$ cat config.mk
export PLATFORM = sky130hd
export DESIGN_NAME = serial_redir_fifo_flat
export DESIGN_NICKNAME = d
export VERILOG_FILES = /design/src/rtl/serial_redir_pkg.sv /design/src/rtl/serial_redir_fifo_if.sv /design/src/rtl/redir_sync_fifo.sv /design/src/rtl/serial_redir_fifo.sv /design/src/flat_wrapper.sv
export SDC_FILE = /design/constraint.sdc
export NUM_CORES = 1
export LEC_CHECK = 0
export ABC_AREA = 1
export BUFFER_PORTS_ARGS = -buffer_cell sky130_fd_sc_hd__buf_2
export CORE_MARGIN = 2
export CORE_UTILIZATION = 60
export DETAILED_ROUTE_END_ITERATION = 7
export PLACE_DENSITY = 0.77
export SYNTH_ARGS = -nofsm -noshare
export SYNTH_HDL_FRONTEND = slang
export SYNTH_SLANG_ARGS = --single-unit
$ cat constraint.sdc
create_clock -name clk_sys -period 5.1 [get_ports clk_sys]
set_input_delay 0.51 -clock clk_sys [delete_from_list [all_inputs] [get_ports clk_sys]]
set_output_delay 0.51 -clock clk_sys [all_outputs]
set_load 0.01 [all_outputs]
$ cat src/rtl/serial_redir_pkg.sv
// Shared constants and helpers for the serial redirection FIFO block.
package serial_redir_pkg;

  localparam int unsigned SERIAL_BYTE_W     = 8;
  localparam int unsigned RX_DEPTH_BITS_DEF = 4;
  localparam int unsigned TX_DEPTH_BITS_DEF = 4;
  localparam int unsigned SYNC_LEN          = 3;

  typedef logic [SERIAL_BYTE_W-1:0] serial_byte_t;
  typedef logic [SYNC_LEN-1:0]      sync_chain_t;

  // Chain bit 0 is s1, bit 1 is s2, bit 2 is s3; a rise is s2 & ~s3.
  function automatic logic sync_rise(sync_chain_t chain);
    return chain[1] & ~chain[2];
  endfunction

endpackage

$ cat src/rtl/serial_redir_fifo_if.sv
// SPI-side and MFP-side signal bundle of serial_redir_fifo.
interface serial_redir_fifo_if;
  import serial_redir_pkg::*;

  logic         serial_strobe_in;
  serial_byte_t serial_data_in;
  logic         serial_strobe_out;
  logic         serial_data_out_available;
  serial_byte_t serial_data_out;
  logic         rx_valid;
  serial_byte_t rx_data;
  logic         rx_ready;
  logic         tx_valid;
  serial_byte_t tx_data;
  logic         tx_ready;
  logic         rx_overrun;
  logic         rx_overrun_clr;

  modport slave (
    input  serial_strobe_in, serial_data_in, serial_strobe_out,
    input  rx_ready, tx_valid, tx_data, rx_overrun_clr,
    output serial_data_out_available, serial_data_out,
    output rx_valid, rx_data, tx_ready, rx_overrun
  );

  modport master (
    output serial_strobe_in, serial_data_in, serial_strobe_out,
    output rx_ready, tx_valid, tx_data, rx_overrun_clr,
    input  serial_data_out_available, serial_data_out,
    input  rx_valid, rx_data, tx_ready, rx_overrun
  );

endinterface

$ cat src/rtl/redir_sync_fifo.sv
// Single-clock FIFO with wrap-bit pointers and a registered head output.
module redir_sync_fifo #(
  parameter int unsigned W          = 8,
  parameter int unsigned DEPTH_BITS = 4
) (
  input  logic         clk_i,
  input  logic         rst_i,
  input  logic         push_i,
  input  logic         pop_i,
  input  logic [W-1:0] wdata_i,
  output logic         full_o,
  output logic         empty_o,
  output logic [W-1:0] head_o
);

  localparam int unsigned          Depth  = 1 << DEPTH_BITS;
  localparam logic [DEPTH_BITS:0] PtrOne = 1;

  logic [DEPTH_BITS:0] wptr_q, wptr_d;
  logic [DEPTH_BITS:0] rptr_q, rptr_d;
  logic [DEPTH_BITS:0] rptr_inc;
  logic [W-1:0]        mem_q [Depth];
  logic [W-1:0]        head_q, head_d;
  logic                full, empty, push_ok, pop_ok;

  assign empty    = (wptr_q == rptr_q);
  assign full     = (wptr_q[DEPTH_BITS] != rptr_q[DEPTH_BITS]) &&
                    (wptr_q[DEPTH_BITS-1:0] == rptr_q[DEPTH_BITS-1:0]);
  assign pop_ok   = pop_i & ~empty;
  assign push_ok  = push_i & (~full | pop_ok);
  assign rptr_inc = rptr_q + PtrOne;

  always_comb begin
    wptr_d = wptr_q;
    rptr_d = rptr_q;
    head_d = head_q;
    if (push_ok) wptr_d = wptr_q + PtrOne;
    if (pop_ok)  rptr_d = rptr_inc;
    // Head only moves on a pop or on the first push into an empty FIFO.
    if (pop_ok) begin
      if (rptr_inc == wptr_q) begin
        if (push_ok) head_d = wdata_i;
      end else begin
        head_d = mem_q[rptr_inc[DEPTH_BITS-1:0]];
      end
    end else if (push_ok && empty) begin
      head_d = wdata_i;
    end
  end

  always_ff @(posedge clk_i) begin
    if (rst_i) begin
      wptr_q <= '0;
      rptr_q <= '0;
      head_q <= '0;
    end else begin
      wptr_q <= wptr_d;
      rptr_q <= rptr_d;
      head_q <= head_d;
    end
  end

  always_ff @(posedge clk_i) begin
    if (push_ok) mem_q[wptr_q[DEPTH_BITS-1:0]] <= wdata_i;
  end

  assign full_o  = full;
  assign empty_o = empty;
  assign head_o  = head_q;

endmodule

$ cat src/rtl/serial_redir_fifo.sv
// Serial redirection buffer between SPI user I/O and the MFP USART.
// Define SERIAL_REDIR_STATS_EN to add rx_drop_cnt / tx_byte_cnt statistics outputs.
module serial_redir_fifo
  import serial_redir_pkg::*;
#(
  parameter int unsigned RX_DEPTH_BITS = RX_DEPTH_BITS_DEF,
  parameter int unsigned TX_DEPTH_BITS = TX_DEPTH_BITS_DEF
) (
  input  logic                clk_sys,
  input  logic                reset,
  serial_redir_fifo_if.slave  redir_io
`ifdef SERIAL_REDIR_STATS_EN
  ,
  output logic [7:0]          rx_drop_cnt,
  output logic [15:0]         tx_byte_cnt
`endif
);

  sync_chain_t  rx_sync_q, tx_sync_q;
  logic         rx_edge, tx_edge;
  logic         rx_full, rx_empty, tx_full, tx_empty;
  logic         rx_pop, rx_drop, tx_push;
  logic         overrun_q, overrun_d;
  serial_byte_t rx_head, tx_head;

  // Sync flops reset high so a strobe already high at reset release is not an edge.
  always_ff @(posedge clk_sys) begin
    if (reset) begin
      rx_sync_q <= '1;
      tx_sync_q <= '1;
    end else begin
      rx_sync_q <= {rx_sync_q[SYNC_LEN-2:0], redir_io.serial_strobe_in};
      tx_sync_q <= {tx_sync_q[SYNC_LEN-2:0], redir_io.serial_strobe_out};
    end
  end

  assign rx_edge = sync_rise(rx_sync_q);
  assign tx_edge = sync_rise(tx_sync_q);
  assign rx_pop  = redir_io.rx_ready & ~rx_empty;
  assign rx_drop = rx_edge & rx_full & ~rx_pop;
  assign tx_push = redir_io.tx_valid & ~tx_full;

  redir_sync_fifo #(
    .W          (SERIAL_BYTE_W),
    .DEPTH_BITS (RX_DEPTH_BITS)
  ) u_rx_fifo (
    .clk_i   (clk_sys),
    .rst_i   (reset),
    .push_i  (rx_edge),
    .pop_i   (redir_io.rx_ready),
    .wdata_i (redir_io.serial_data_in),
    .full_o  (rx_full),
    .empty_o (rx_empty),
    .head_o  (rx_head)
  );

  redir_sync_fifo #(
    .W          (SERIAL_BYTE_W),
    .DEPTH_BITS (TX_DEPTH_BITS)
  ) u_tx_fifo (
    .clk_i   (clk_sys),
    .rst_i   (reset),
    .push_i  (tx_push),
    .pop_i   (tx_edge),
    .wdata_i (redir_io.tx_data),
    .full_o  (tx_full),
    .empty_o (tx_empty),
    .head_o  (tx_head)
  );

  always_comb begin
    overrun_d = overrun_q;
    if (redir_io.rx_overrun_clr) overrun_d = 1'b0;
    else if (rx_drop)            overrun_d = 1'b1;
  end

  always_ff @(posedge clk_sys) begin
    if (reset) overrun_q <= 1'b0;
    else       overrun_q <= overrun_d;
  end

  assign redir_io.rx_valid                  = ~rx_empty;
  assign redir_io.rx_data                   = rx_head;
  assign redir_io.tx_ready                  = ~tx_full;
  assign redir_io.serial_data_out_available = ~tx_empty;
  assign redir_io.serial_data_out           = tx_head;
  assign redir_io.rx_overrun                = overrun_q;

`ifdef SERIAL_REDIR_STATS_EN
  logic [7:0]  drop_cnt_q, drop_cnt_d;
  logic [15:0] tx_cnt_q, tx_cnt_d;

  always_comb begin
    drop_cnt_d = drop_cnt_q;
    tx_cnt_d   = tx_cnt_q;
    if (rx_drop && (drop_cnt_q != 8'hFF)) drop_cnt_d = drop_cnt_q + 8'd1;
    if (tx_edge && !tx_empty)             tx_cnt_d   = tx_cnt_q + 16'd1;
  end

  always_ff @(posedge clk_sys) begin
    if (reset) begin
      drop_cnt_q <= '0;
      tx_cnt_q   <= '0;
    end else begin
      drop_cnt_q <= drop_cnt_d;
      tx_cnt_q   <= tx_cnt_d;
    end
  end

  assign rx_drop_cnt = drop_cnt_q;
  assign tx_byte_cnt = tx_cnt_q;
`endif

endmodule

$ cat src/flat_wrapper.sv
// flat-port wrapper written by rule: the top's interface ports become plain ports
module serial_redir_fifo_flat import serial_redir_pkg::*;
#(
  parameter int unsigned RX_DEPTH_BITS = RX_DEPTH_BITS_DEF,
  parameter int unsigned TX_DEPTH_BITS = TX_DEPTH_BITS_DEF
)
  (clk_sys, reset, redir_io_serial_strobe_in, redir_io_serial_data_in, redir_io_serial_strobe_out, redir_io_rx_ready, redir_io_tx_valid, redir_io_tx_data, redir_io_rx_overrun_clr, redir_io_serial_data_out_available, redir_io_serial_data_out, redir_io_rx_valid, redir_io_rx_data, redir_io_tx_ready, redir_io_rx_overrun);
  serial_redir_fifo_if redir_io_i ();
  input  logic clk_sys;
  input  logic reset;
  input wire logic [$bits(redir_io_i.serial_strobe_in)-1:0] redir_io_serial_strobe_in;
  input wire logic [$bits(redir_io_i.serial_data_in)-1:0] redir_io_serial_data_in;
  input wire logic [$bits(redir_io_i.serial_strobe_out)-1:0] redir_io_serial_strobe_out;
  input wire logic [$bits(redir_io_i.rx_ready)-1:0] redir_io_rx_ready;
  input wire logic [$bits(redir_io_i.tx_valid)-1:0] redir_io_tx_valid;
  input wire logic [$bits(redir_io_i.tx_data)-1:0] redir_io_tx_data;
  input wire logic [$bits(redir_io_i.rx_overrun_clr)-1:0] redir_io_rx_overrun_clr;
  output wire logic [$bits(redir_io_i.serial_data_out_available)-1:0] redir_io_serial_data_out_available;
  output wire logic [$bits(redir_io_i.serial_data_out)-1:0] redir_io_serial_data_out;
  output wire logic [$bits(redir_io_i.rx_valid)-1:0] redir_io_rx_valid;
  output wire logic [$bits(redir_io_i.rx_data)-1:0] redir_io_rx_data;
  output wire logic [$bits(redir_io_i.tx_ready)-1:0] redir_io_tx_ready;
  output wire logic [$bits(redir_io_i.rx_overrun)-1:0] redir_io_rx_overrun;
  assign redir_io_i.serial_strobe_in = redir_io_serial_strobe_in;
  assign redir_io_i.serial_data_in = redir_io_serial_data_in;
  assign redir_io_i.serial_strobe_out = redir_io_serial_strobe_out;
  assign redir_io_i.rx_ready = redir_io_rx_ready;
  assign redir_io_i.tx_valid = redir_io_tx_valid;
  assign redir_io_i.tx_data = redir_io_tx_data;
  assign redir_io_i.rx_overrun_clr = redir_io_rx_overrun_clr;
  assign redir_io_serial_data_out_available = redir_io_i.serial_data_out_available;
  assign redir_io_serial_data_out = redir_io_i.serial_data_out;
  assign redir_io_rx_valid = redir_io_i.rx_valid;
  assign redir_io_rx_data = redir_io_i.rx_data;
  assign redir_io_tx_ready = redir_io_i.tx_ready;
  assign redir_io_rx_overrun = redir_io_i.rx_overrun;
  serial_redir_fifo #(.RX_DEPTH_BITS(RX_DEPTH_BITS), .TX_DEPTH_BITS(TX_DEPTH_BITS)) u_core (.clk_sys(clk_sys), .reset(reset), .redir_io(redir_io_i));
endmodule
==> results_dict.tcl, run 1 <==
set metrics [dict create \
    outcome "finished clean" \
    syn_area_per_cell_um2 10.03 \
    die_h_um 152.1 \
    finalWorstPathRequiredPeriod_ps 3015 \
    path_class "register to register" \
    p_leak_uw 0.005693 \
    worstMarginPinSlew_ps 1213 \
    layout-drive-gt1-share_pct 9.647 \
    rsz0062_at_grt "false" \
    firstDrtPassIters 6 \
    hold_violations 0 \
    max_cap_violations 0 \
    first_iter_violations 893 \
    synthDistinctLibCells 35 \
    cts_buffer_depth 3 \
    wl_per_cell_um 18.05 \
    worstReg2RegStart "u_core.u_tx_fifo.rptr_q[0]$_SDFFE_PP0N_" \
    port_buffers 42 \
    htreeDepth 1 \
    rows 54 \
    fmax_mhz 331.6 \
    seq_area_frac_synth_pct 64.93 \
    dieArea_mm2 0.02314 \
    fin_nets 1371 \
    hp-class "input port to register" \
    track_usage_pct 25.31 \
    worst_hold_slack_ps 121.4 \
    grt_pass1_vias 8773 \
    cp.required_ps 5280 \
    ir_drop_v 0.0003815 \
    power_uw 5982 \
    cp-start-kind "register" \
    finalCritPeriodShare_pct 59.13 \
    antenna_left 0 \
    drc 0 \
    synth_area_mm2 0.01317 \
    core_area_mm2 0.02169 \
    clock_sinks 299 \
    via_per_inst 5.578 \
    worstPathMaxFanout 33 \
    cts_tree "built" \
    dp_hpwl_um 18830 \
    cts_hold_buf 0 \
    design_area_mm2 0.01439 \
    power.density_mw_per_mm2 415.7 \
    via_count 9136 \
    hold_end "u_core.redir_io.rx_overrun$_SDFFE_PP0P_" \
    syn_to_final_growth_pct 9.314 \
    routed_wl_um 29570 \
    postCtsSetupBuffers 0 \
    gp_congestion 0.9364 \
    cts-root-buf "clkbuf_16" \
    syn_nets 1345 \
    yosysWarningCount 0 \
    grt_start_max_net_pins 68 \
    grt_pass1_wl_um 46630 \
    cts_resized 0 \
    ys_ff_latch 299 \
    maxSlewViolCount 0 \
    placed_area_mm2 0.01350 \
    initial_utilization_pct 60.70 \
    layout_common_cells "258 x nand2_1, 256 x edfxtp_1, 196 x nor2_1, 158 x nand3_1, 128 x inv_1" \
    clk_pin_slew_ps 60 \
    layout_commonest_cell "nand2_1" \
    cp_data_arrival_time_ps 3200 \
    antenna_found_initial 0 \
    max-slew-margin-rel_pct 18.50 \
    seqCellArea_mm2 0.008551 \
    multiInputGateArea_mm2 0.003802 \
    die_w_um 152.1 \
    io_pins 43 \
    r2r-end "u_core.u_tx_fifo.mem_q[1][2]$_DFFE_PP_" \
    fin_tns_setup_ps 0 \
    n_antenna_cell 0 \
    finClkSkew_ps 14.99 \
    whs_path_depth 2 \
    synthCells 1312 \
    hp-start "redir_io_rx_overrun_clr" \
    rrSetupSlack_ps 2080 \
    end_kind "register" \
    cts-buffers-inserted 30 \
    reg2regPathDepth 7 \
    nFillCells 1637 \
    clk_latency_ps 550 \
    overflow 0 \
    setup_viol 0 \
]
-- how the worst max path moves through the flow --
stage                                                       start                                       to  depth (start not counted)
after floorplan           u_core.u_rx_fifo.wptr_q[2]$_SDFFE_PP0P_   u_core.u_rx_fifo.mem_q[7][0]$_DFFE_PP_                          8
after global placement    u_core.u_tx_fifo.rptr_q[0]$_SDFFE_PP0N_  u_core.u_tx_fifo.mem_q[14][6]$_DFFE_PP_                          7
after detailed placement  u_core.u_tx_fifo.rptr_q[0]$_SDFFE_PP0N_   u_core.u_tx_fifo.mem_q[1][1]$_DFFE_PP_                          7
after CTS                 u_core.u_tx_fifo.rptr_q[0]$_SDFFE_PP0N_   u_core.u_tx_fifo.mem_q[1][6]$_DFFE_PP_                          7
after global routing      u_core.u_tx_fifo.rptr_q[0]$_SDFFE_PP0N_   u_core.u_tx_fifo.mem_q[5][7]$_DFFE_PP_                          7
final                     u_core.u_tx_fifo.rptr_q[0]$_SDFFE_PP0N_   u_core.u_tx_fifo.mem_q[1][2]$_DFFE_PP_                          7
-- synth_stat cells, drive strengths merged --
cell type	count	area, um2
nand4	9	56.30
a21oi	25	125.1
xnor2	2	17.52
edfxtp	256	7687
nand2	273	1096
o211ai	14	105.1
dfxtp	43	860.8
nor3	4	20.02
o21ai	96	480.5
o21bai	2	15.01
nand3	161	835.8
buf	35	200.2
nor2	203	803.3
xor2	9	78.83
or2	5	31.28
and3	2	12.51
clkinv	5	18.77
inv	140	528.0
ha	10	125.1
clkbuf	18	67.56
-- power breakdown --
group	leakage, uW	switching, uW	total (uW)	internal, uW
Combinational	0.00259	849	1210	356
Clock	0.000441	881	2010	1130
Sequential	0.00266	52.2	2770	2710
-- critical path, stage by stage (launching register included) --
cell and delay [ps]:
dfxtp_2 730, xor2_1 250, nor2_2 90, nand3_1 350, nand2_2 200, inv_1 210, nand2_1 200, nor2_1 590
-- cell families (layout without fill, tap and decap cells) --
group / after synthesis / count (layout) / share of synthesized area (%)
compound gates: 137 / 137 / 5.512
xor+xnor: 11 / 11 / 0.7319
fa+ha+maj: 10 / 10 / 0.9504
buf+inv: 198 / 244 / 6.187
flops: 299 / 299 / 64.93
simple gates: 657 / 657 / 21.69
-- state kept, by name, summed over array words and instances, names as in the netlist --
register,flops
u_core.redir_io.rx_overrun,1
u_core.rx_sync_q,3
u_core.tx_sync_q,3
u_core.u_rx_fifo.head_o,8
u_core.u_rx_fifo.mem_q,128
u_core.u_rx_fifo.rptr_q,5
u_core.u_rx_fifo.wptr_q,5
u_core.u_tx_fifo.head_o,8
u_core.u_tx_fifo.mem_q,128
u_core.u_tx_fifo.rptr_q,5
u_core.u_tx_fifo.wptr_q,5
-- cell type report --
type / count / area share [%]
inverters: 145 / 3.799
multi-input cells: 815 / 26.42
flip-flops and latches: 299 / 59.42
clock buffers: 39 / 5.738
repair buffers: 47 / 1.721
clock inverters: 13 / 0.4695
well taps: 280 / 2.434
-- layer usage --
metal / GRT usage [%] / part of all wire (%)
met4: 9.568 / 3.9
met1: 32.87 / 40
met2: 43.80 / 50
met5: 0 / 0
met3: 3.337 / 6.6
-- metrics by stage --
step                utilization, %  setup WS [ps]  std cells
floorplan                        -           3114       1312
global placement             62.24           2245       1586
detailed placement           62.24           2130       1586
CTS                          66.36           2113       1638
global route                 66.36           1878       1638
finish                       66.36           2085       1638
Note: power is estimated with default switching activity, not from simulation.
==> run 2, diff against run 1 <==
--- a/config.mk
+++ b/config.mk
@@ -8,9 +8,9 @@
 export ABC_AREA = 1
 export BUFFER_PORTS_ARGS = -buffer_cell sky130_fd_sc_hd__buf_2
 export CORE_MARGIN = 2
-export CORE_UTILIZATION = 60
+export CORE_UTILIZATION = 56
 export DETAILED_ROUTE_END_ITERATION = 7
-export PLACE_DENSITY = 0.77
+export PLACE_DENSITY = 0.76
 export SYNTH_ARGS = -nofsm -noshare
 export SYNTH_HDL_FRONTEND = slang
 export SYNTH_SLANG_ARGS = --single-unit
==> constraint.sdc (replaced) <==
create_clock -name clk_sys -period 2.5 [get_ports clk_sys]
set_input_delay 0.25 -clock clk_sys [delete_from_list [all_inputs] [get_ports clk_sys]]
set_output_delay 0.25 -clock clk_sys [all_outputs]
set_load 0.01 [all_outputs]
==> run 2 against run 1 <==
- maximum frequency grew 32%
- largest power group unchanged
- highest routed layer unchanged
- non-clock buffer count increased by 39
- combinational power up 110%
- critical path depth increased by 2
==> results_dict.tcl, run 2 (same netlist as run 1, synthesis figures left out) <==
set metrics [dict create \
    cts-root-buf "clkbuf_16" \
    antenna_found_initial 0 \
    hp-start "redir_io_tx_data[7]" \
    critical_path.startpoint "u_core.u_rx_fifo.wptr_q[0]$_SDFFE_PP0P_" \
    drc 0 \
    outcome "finished clean" \
    nFillCells 1861 \
    p_leak_uw 0.005914 \
    routed_wl_um 29670 \
    ir_drop_v 0.0008648 \
    die_w_um 157.3 \
    fin_nets 1411 \
    first_iter_violations 843 \
    syn_to_final_growth_pct 12.58 \
    finClkSkew_ps 26.33 \
    wl_per_cell_um 17.26 \
    maxSlewViolCount 0 \
    postCtsSetupBuffers 0 \
    via_count 9301 \
    max_cap_violations 0 \
    cts_tree "built" \
    fin_ws_ps 217.5 \
    grt_pass1_wl_um 45570 \
    worstPathMaxFanout 8 \
    fin_tns_setup_ps 0 \
    overflow 0 \
    dieArea_mm2 0.02475 \
    via_per_inst 5.411 \
    cp-start-kind "register" \
    power.density_mw_per_mm2 848.2 \
    grt_start_max_net_pins 68 \
    port_buffers 42 \
    core_area_mm2 0.02326 \
    worstMarginPinSlew_ps 711.3 \
    cp.required_ps 2690 \
    clk_pin_slew_ps 60 \
    pwr-share-seq_pct 44.7 \
    grt_pass1_vias 8711 \
    cts-buffers-inserted 31 \
    hold_violations 0 \
    dp_hpwl_um 19220 \
    firstDrtPassIters 6 \
    layout_common_cells "258 x nand2_1, 256 x edfxtp_1, 196 x nor2_1, 158 x nand3_1, 128 x inv_1" \
    rsz0062_at_grt "false" \
    worstReg2RegStart "u_core.u_rx_fifo.wptr_q[0]$_SDFFE_PP0P_" \
    n_antenna_cell 0 \
    netSwitchingPower_uw 3658 \
    power_frac_comb_pct 20.5 \
    max-slew-margin-rel_pct 52.41 \
    end_kind "register" \
    die_h_um 157.3 \
    layout-drive-gt1-share_pct 11.86 \
    fmax_mhz 438.1 \
    place_ws_ps 267.7 \
    initial_utilization_pct 56.59 \
    finalWorstPathRequiredPeriod_ps 2282 \
    gp_congestion 0.8794 \
    finalCritPeriodShare_pct 91.30 \
    power_switching_share_pct 29.09 \
    setup_viol 0 \
    antenna_left 0 \
    pwr-share-clk_pct 34.9 \
    htreeDepth 1 \
    hp-class "input port to register" \
    clock_sinks 299 \
    rows 56 \
    layout_commonest_cell "nand2_1" \
    io_pins 43 \
    path_class "register to register" \
    p_int_uw 8915 \
    clk_latency_ps 560 \
    track_usage_pct 23.95 \
    cp_data_arrival_time_ps 2480 \
    cts_buffer_depth 3 \
]
## run 2: cell types whose count changed in the layout (fill, tap and decap cells not counted), sizes merged
cell / change
bufinv: +3
clkinv: -2
buf: +36
clkbuf: +2
dlygate4sd3: +3
## run 2: critical path, cell delays in order, from the launching register on
cell	delay, ps
dfxtp_1	370
inv_1	170
nand2_1	70
nand2_1	80
nor2_2	60
nand4_1	100
nand2_1	80
inv_1	210
nand2_1	190
nor2_1	580
## run 2: final timing paths
path	endpoint	slack, ps	cells after the start
min	u_core.u_tx_fifo.mem_q[5][7]$_DFFE_PP_	50	1
min reg2reg	u_core.tx_sync_q[1]$_SDFF_PP1_	410	1
max reg2reg	u_core.u_rx_fifo.mem_q[14][0]$_DFFE_PP_	220	9
max	u_core.u_rx_fifo.mem_q[14][0]$_DFFE_PP_	220	9
## run 2: final cells by class
class                   instances  area, um2  area share (%)
well taps                     319      399.1           2.693
clock inverters                14      148.9           1.005
clock buffers                  41      813.3           5.487
flip-flops and latches        299       8551           57.69
inverters                     145      546.8           3.689
multi-input cells             815       3802           25.65
repair buffers                 86      560.5           3.782
## run 2: layer usage
metal  global-route usage, %  share of wire (%)
met3                   3.001                5.9
met5                       0                  0
met4                   9.048                3.6
met1                   30.13                 40
met2                   42.44                 50
## run 2: timing repair
action | 4_1_cts | 5_1_grt
endpoints found under the hold margin | 3 | 0
gates resized for setup | 0 | 0
hold buffers | 3 | 0
endpoints found under the setup margin | 0 | 0
## run 2: power by group through the flow
stage	registers [uW]	clock network, uW	logic [uW]
after floorplan	5740	0	1700
after global placement	5720	0	2500
after detailed placement	5720	0	2540
after CTS	5610	4430	2560
after global routing	5630	4610	2830
final	5620	4390	2570
## run 2: metrics by stage
| step | total power, uW | hold slack, ps | cells | cell area (um2) | utilization [%] |
|---|---|---|---|---|---|
| 6_report | 12570 | 51.66 | 1719 | 14820 | 63.72 |
| 5_1_grt | 13060 | 29.94 | 1719 | 14820 | 63.72 |
| 4_1_cts | 12600 | 34.13 | 1719 | 14820 | 63.72 |
| 3_5_place_dp | 8258 | 393.3 | 1661 | 13830 | 59.45 |
| 3_3_place_gp | 8219 | 393.9 | 1661 | 13830 | 59.45 |
| 2_1_floorplan | 7434 | 326.8 | 1312 | 13170 | - |
